`src/rtl/instruction_fetch_stage.sv`:
```
// Instruction fetch stage: owns the PC, drives instruction memory and fills the
// IF/ID pipeline register, handling stall, redirect and halt.
module instruction_fetch_stage #(
    parameter int                 ADDR_W   = 16,
    parameter int                 INST_W   = 16,
    parameter logic [ADDR_W-1:0]  RESET_PC = 16'h0000,
    parameter logic [INST_W-1:0]  NOP_INST = 16'hFFFF
) (
    input  logic              clk,
    input  logic              reset,
    output logic [ADDR_W-1:0] imem_addr,
    input  logic [INST_W-1:0] imem_inst,
    input  logic              stall,
    input  logic              redirect_valid,
    input  logic [ADDR_W-1:0] redirect_pc,
    input  logic              halt,
    output logic              if_id_valid,
    output logic [INST_W-1:0] if_id_inst,
    output logic [ADDR_W-1:0] if_id_pc,
    output logic [ADDR_W-1:0] if_id_pc_next,
    output logic              halted,
    output logic [15:0]       fetch_count
);

    typedef enum logic {
        ST_RUN  = 1'b0,
        ST_HALT = 1'b1
    } state_t;

    state_t            state_reg;
    logic [ADDR_W-1:0] pc_reg;
    logic [INST_W-1:0] inst_reg;
    logic              valid_reg;
    logic [ADDR_W-1:0] id_pc_reg;
    logic [ADDR_W-1:0] id_pc_next_reg;
    logic              halted_reg;
    logic [15:0]       count_reg;

    logic [ADDR_W-1:0] pc_plus_one;

    // Unsigned ADDR_W-bit add wraps naturally from all-ones to zero.
    assign pc_plus_one = pc_reg + {{(ADDR_W-1){1'b0}}, 1'b1};

    always_ff @(posedge clk) begin
        if (reset) begin
            state_reg      <= ST_RUN;
            pc_reg         <= RESET_PC;
            inst_reg       <= NOP_INST;
            valid_reg      <= 1'b0;
            id_pc_reg      <= '0;
            id_pc_next_reg <= '0;
            halted_reg     <= 1'b0;
            count_reg      <= '0;
        end else if (redirect_valid) begin
            // Wrong-path word on imem_inst is dropped; IF/ID PC fields keep their value.
            state_reg  <= ST_RUN;
            pc_reg     <= redirect_pc;
            inst_reg   <= NOP_INST;
            valid_reg  <= 1'b0;
            halted_reg <= 1'b0;
        end else begin
            case (state_reg)
                ST_RUN: begin
                    if (halt) begin
                        state_reg  <= ST_HALT;
                        inst_reg   <= NOP_INST;
                        valid_reg  <= 1'b0;
                        halted_reg <= 1'b1;
                    end else if (!stall) begin
                        inst_reg       <= imem_inst;
                        valid_reg      <= 1'b1;
                        id_pc_reg      <= pc_reg;
                        id_pc_next_reg <= pc_plus_one;
                        pc_reg         <= pc_plus_one;
                        count_reg      <= count_reg + 16'd1;
                    end
                end
                ST_HALT: begin
                    state_reg <= ST_HALT;
                end
                default: begin
                    state_reg <= ST_RUN;
                end
            endcase
        end
    end

    assign imem_addr     = pc_reg;
    assign if_id_valid   = valid_reg;
    assign if_id_inst    = inst_reg;
    assign if_id_pc      = id_pc_reg;
    assign if_id_pc_next = id_pc_next_reg;
    assign halted        = halted_reg;
    assign fetch_count   = count_reg;

endmodule

```
`config.mk`:
```
export PLATFORM = sky130hd
export DESIGN_NAME = instruction_fetch_stage
export DESIGN_NICKNAME = d
export VERILOG_FILES = /design/src/rtl/instruction_fetch_stage.sv
export SDC_FILE = /design/constraint.sdc
export NUM_CORES = 1
export LEC_CHECK = 0
export ABC_AREA = 1
export ABC_CLOCK_PERIOD_IN_PS = 1500
export BUFFER_PORTS_ARGS = -buffer_cell sky130_fd_sc_hd__buf_2
export CORE_UTILIZATION = 40
export CTS_CLUSTER_SIZE = 25
export DETAILED_ROUTE_END_ITERATION = 10
export GPL_ROUTABILITY_DRIVEN = 0
export GPL_TIMING_DRIVEN = 0
export PLACE_DENSITY = 0.68
export SLEW_MARGIN = 20
export SYNTH_ARGS = -nofsm -noshare
export SYNTH_HDL_FRONTEND = slang
export SYNTH_SLANG_ARGS = --single-unit
```
`constraint.sdc`:
```
create_clock -name clk -period 1.5 [get_ports clk]
set_clock_uncertainty 0.2 [all_clocks]
set_input_delay 0.15 -clock clk [delete_from_list [all_inputs] [get_ports clk]]
set_output_delay 0.15 -clock clk [all_outputs]
set_load 0.03 [all_outputs]
```
=== Yosys cells after proc, flatten, opt, wreduce, memory -nomap -nowiden ===
Cells that the tools add are included.

* Register bits: 83
* Bits in latches: 0
* RAM bits: 0
* ROM bits: 0
* Output and inout bits: 82
* Logic and storage cells: 33
* Memories kept: 0

* $add $sub $neg: 2
* Multipliers: 0
* Divide/modulo/power cells: 0
* Magnitude comparators: 0
* Eq/ne operators: 4
* Shifts and indexed selects: 0
* Mux-type cells: 10
* Bitwise logic cells: 4
* Reductions and logical operators: 5

{| class="wikitable"
|+ Operators with widths
! operator !! number
|-
| two-way mux 16 bit || 6
|-
| adder 16 x 1 -> 16 bit (second input constant) || 2
|-
| inequality test 2 x 1 -> 1 bit (second input constant) || 2
|-
| inequality test 2 bit (second input constant) || 2
|-
| NOT 1 bit || 4
|-
| AND reduction 2 bit || 2
|-
| AND reduction 4 bit || 1
|-
| two-way mux 1 bit || 3
|-
| AND reduction 3 bit || 1
|-
| one-hot mux 1 bit (2 select lines) || 1
|-
| OR reduction 2 bit || 1
|}

=== Longest topological paths before layout ===
* Depth after elaboration: 5
* Gate-level depth with buffers: 10

=== Worst setup path after synthesis ===
No wires, ideal clock.

* Path type: reg-to-reg
* Start point: reg pc_reg[1] (netlist: imem_addr[1])
* End point: reg pc_reg[14] (netlist: imem_addr[14])
* Arrival time: 1.483 ns
* Data required time: 1.172 ns
* Path slack: -0.311 ns
* Cell stages (with the launch flop): 9
* Path buffers: 0
* Period minus slack after synthesis: 1.811 ns
* Cells stage by stage: dfxtp_1 > ha_1 > nand3_1 > nor2_1 > nand3_1 > nand2_1 > nand2_1 > a21oi_1 > nor2_1

* Longest elaborated chain between the ends: 5

{| class="wikitable"
|+ Ends and longest elaborated chain
! element !! RTL line !! text
|-
| from (decl) || 31 || <nowiki>logic [ADDR_W-1:0] pc_reg;</nowiki>
|-
| from (signal assigned) || 57 || <nowiki>pc_reg <= redirect_pc;</nowiki>
|-
| from (signal assigned) || 74 || <nowiki>pc_reg <= pc_plus_one;</nowiki>
|-
| adder 16 x 1 -> 16 bit || 42 || <nowiki>assign pc_plus_one = pc_reg + {{(ADDR_W-1){1'b0}}, 1'b1};</nowiki>
|-
| two-way mux 16 bit || 69 || <nowiki>end else if (!stall) begin</nowiki>
|-
| two-way mux 16 bit || 64 || <nowiki>if (halt) begin</nowiki>
|-
| two-way mux 16 bit || 62 || <nowiki>case (state_reg)</nowiki>
|-
| two-way mux 16 bit || 54 || <nowiki>end else if (redirect_valid) begin</nowiki>
|}

No other way between the ends. The select of a mux whose other input is x is not followed.
A chain may end at the register's enable or synchronous reset.

=== Final worst setup path ===
* Start point: reg state_reg
* End point: reg id_pc_reg[8] (netlist: if_id_pc[8])

* Longest elaborated chain between the ends: 2

{| class="wikitable"
|+ Ends and longest elaborated chain
! element !! RTL line !! text
|-
| from (decl) || 30 || <nowiki>state_t state_reg;</nowiki>
|-
| from (signal assigned) || 46 || <nowiki>state_reg <= ST_RUN;</nowiki>
|-
| from (signal assigned) || 56 || <nowiki>state_reg <= ST_RUN;</nowiki>
|-
| from (signal assigned) || 65 || <nowiki>state_reg <= ST_HALT;</nowiki>
|-
| NOT 1 bit || n/a ||
|-
| AND reduction 4 bit (no source line) || n/a ||
|-
| to (signal assigned) || 72 || <nowiki>id_pc_reg <= pc_reg;</nowiki>
|-
| to (decl) || 34 || <nowiki>logic [ADDR_W-1:0] id_pc_reg;</nowiki>
|}

No other way between the ends.

==> flow_summary.yaml <==
setup_path:
  cp_top_family: "buffers and inverters"
  critPathKind: "reg2reg"
  crit_required_ns: 1.59
  slowest_stage: "dfxtp_4"
  crit_arrival_ns: 1.63
  cp_slowest_stage_delay_ns: 0.37
  r2r-start: "state_reg$_SDFF_PP0_"
  worst-path-max-fanout: 8
  critPathCaptureType: "flip-flop"
  critPathBufInv: 3
  path_cells: "nor2_4 -> nand2_4 -> inv_6 -> buf_12 -> clkbuf_16 -> o21ai_1 -> a21oi_1"
  critPathLaunchType: "flip-flop"
  cp-startpoint: "state_reg$_SDFF_PP0_"
routing:
  num_vias: 3988
  post_drt_wl_per_cell_um: 14.9
  firstDrtPassIters: 5
  dr.first_iter.drc_count: 151
  antenna_left: 0
  vias_per_cell: 5.01
  routed_wirelength_mm: 11.9
  drcViolationCount: 0
logic_synthesis:
  ys_seq_elements: 83
  synthCells: 494
  yosysTopAreaCell: "dfxtp_1"
  synth_warnings: 0
  synth_top_area_share: 0.462
  synth_area_leaders: "dfxtp_1 46%, nand2_1 12%, nor2_1 7.1%"
  synth-seq-area-share: 0.462
  synth_area_um2: 3600
  yosysUniqueCellTypes: 33
  synthesis.nets: 533
  avgSynthCellArea_um2: 7.28
die:
  die_width_um: 96.8
  rows: 34
  dieArea_um2: 9380
  dieHeight_um: 96.8
  coreArea_um2: 8720
  start_util: 0.412
  ios: 119
timing:
  relSlewSlack: 0.541
  slew_viol_final: 0
  rsz0062_at_grt: "yes"
  period_minus_slack_ns: 1.54
  setup_ws_ns: -0.0443
  setup_viol: 15
  hold_violations: 1
  clock.fmax_ghz: 0.648
  tightestPinTransition_ns: 0.689
  hold-worst-slack_ns: -0.0436
  fin_crit_sh: 1.03
placed_design:
  port_buffers: 117
  place_hpwl_mm: 7.35
global_routing:
  grt_max_degree: 15
  track_usage: 0.224
  antenna_found_initial: 0
  grt_first_pass_wirelength_mm: 17.0
  gr-total-overflow: 0
  grt_pass1_vias: 3553
clocking:
  clkTransAtPathRegs_ns: 0.09
  numCtsBuffers: 9
  htree_levels: 3
  cts_tree: "built"
  cts_root_buffer: "clkbuf_8"
  cts_hold_buf: 36
  clock_path_buffers: 2
  clkSinkCount: 83
  insertion_delay_ns: 0.35
pwr:
  sw_frac_of_total: 0.286
  clock_power_share: 0.357
  total_power_mw: 5.00
  power.switching_mw: 1.43
  p_comb_frac: 0.174
  p_leak_nw: 2.55
  peakVddDrop_mv: 0.572
  power_density_nw_per_um2: 877
  p_int_mw: 3.57
  sequentialPowerShare: 0.469
status:
  violations: "negative hold slack, negative setup slack"
  status: "finished with violations"
flow_run:
  drv_cap: 0
worst_hold_path:
  min_path_type: "in2reg"
  min_from: "stall"
final_layout:
  area_growth_syn_to_layout_pct: 58.6
  layout_common_cells: "119 x buf_2, 95 x nand2_1, 63 x dfxtp_1"
  fillCellCount: 723
  final_common_cell: "buf_2"
  nets: 722
  diodes: 0
  layout-drive-gt1-share: 0.423
-- through the flow --
| step | instances | area [um2] | worst slack [ns] | utilization | setup TNS (ns) |
|---|---|---|---|---|---|
| 5_1_grt | 796 | 5710 | -0.157 | 0.654 | -2.51 |
| 3_5_place_dp | 719 | 4400 | -0.0941 | 0.504 | -2.46 |
| 2_1_floorplan | 494 | 3680 | 0.00407 | - | 0 |
| 3_3_place_gp | 719 | 4400 | -0.0585 | 0.504 | -1.21 |
| 6_report | 796 | 5710 | -0.0443 | 0.654 | -0.311 |
| 4_1_cts | 777 | 5090 | 0.00378 | 0.584 | 0 |
-- metal layers --
| layer | GRT usage | wire length, um | share of wire |
|---|---|---|---|
| met5 | 0 | 0 | 0 |
| met4 | 0.0758 | 174 | 0.015 |
| met3 | 0.0527 | 653 | 0.055 |
| met2 | 0.371 | 5920 | 0.50 |
| met1 | 0.286 | 5110 | 0.43 |
-- power by group through the flow --
stage	registers (mW)	clock network, mW	logic [mW]
5_1_grt	2.36	1.91	0.929
4_1_cts	2.34	1.81	0.735
6_report	2.34	1.79	0.872
3_3_place_gp	2.39	0	0.624
3_5_place_dp	2.39	0	0.631
2_1_floorplan	2.54	0	0.272
-- cell usage after synthesis --
| cell type | number |
|---|---|
| clkbuf_1 | 5 |
| clkinv_1 | 1 |
| nor2_4 | 3 |
| buf_6 | 6 |
| a21oi_1 | 41 |
| inv_1 | 49 |
| nand3_1 | 13 |
| o211ai_1 | 1 |
| a21oi_2 | 2 |
| nor3_1 | 3 |
| o21ai_0 | 9 |
| nand2_2 | 1 |
| o22ai_1 | 16 |
| nor2_2 | 2 |
| nand2_1 | 114 |
| nand4_1 | 5 |
| buf_4 | 1 |
| nor3b_1 | 1 |
| nand2_4 | 3 |
| buf_1 | 4 |
| o21ai_2 | 2 |
| nand3b_1 | 1 |
| o21ai_1 | 35 |
| xnor2_1 | 2 |
| a31oi_1 | 3 |
| dfxtp_1 | 83 |
| buf_2 | 4 |
| xor2_1 | 5 |
| nor3b_2 | 1 |
| nor2_1 | 68 |
| a211oi_1 | 2 |
| inv_2 | 6 |
| ha_1 | 2 |
-- final timing paths --
kind	cells past startpoint	slack [ns]	endpoint
worst min register to register	2	0.27	if_id_pc_next[0]$_SDFFE_PP0P_
worst min-delay path	4	-0.04	if_id_valid$_SDFFE_PP0P_
worst max register to register	7	-0.04	if_id_pc[8]$_SDFFE_PP0P_
worst max-delay path	7	-0.04	if_id_pc[8]$_SDFFE_PP0P_
-- repair_timing --
action,CTS,global route
endpoints found under the hold margin,33,1
pin swaps,4,19
setup endpoints to repair,52,68
gates resized for setup,18,112
buffers inserted,6,14
gates cloned,0,5
-- final cells by class --
cell class / instances / area [um2] / area share
Multi-Input combinational cell: 335 / 1980 / 0.347
Sequential cell: 83 / 1720 / 0.301
Timing Repair Buffer: 178 / 1240 / 0.217
Inverter: 56 / 218 / 0.0381
Buffer: 20 / 199 / 0.0349
Tap cell: 108 / 135 / 0.0237
Clock buffer: 10 / 128 / 0.0224
Clock inverter: 6 / 90.1 / 0.0158
-- cell families after synthesis --
logic type | after synthesis | share of synthesized area
adders and majority gates | 2 | 0.00696
buffers and inverters | 76 | 0.0943
AOI/OAI and AO/OA | 111 | 0.167
xor gates and xnor gates | 7 | 0.0170
DFF | 83 | 0.462
and+or+nand+nor | 215 | 0.253
-- worst register-to-register path: stages, from the launching register on --
cell and delay, ns:
dfxtp_4 0.37, nor2_4 0.17, nand2_4 0.13, inv_6 0.11
buf_12 0.15, clkbuf_16 0.17, o21ai_1 0.06, a21oi_1 0.14
Power figures use the tool's default switching activity.
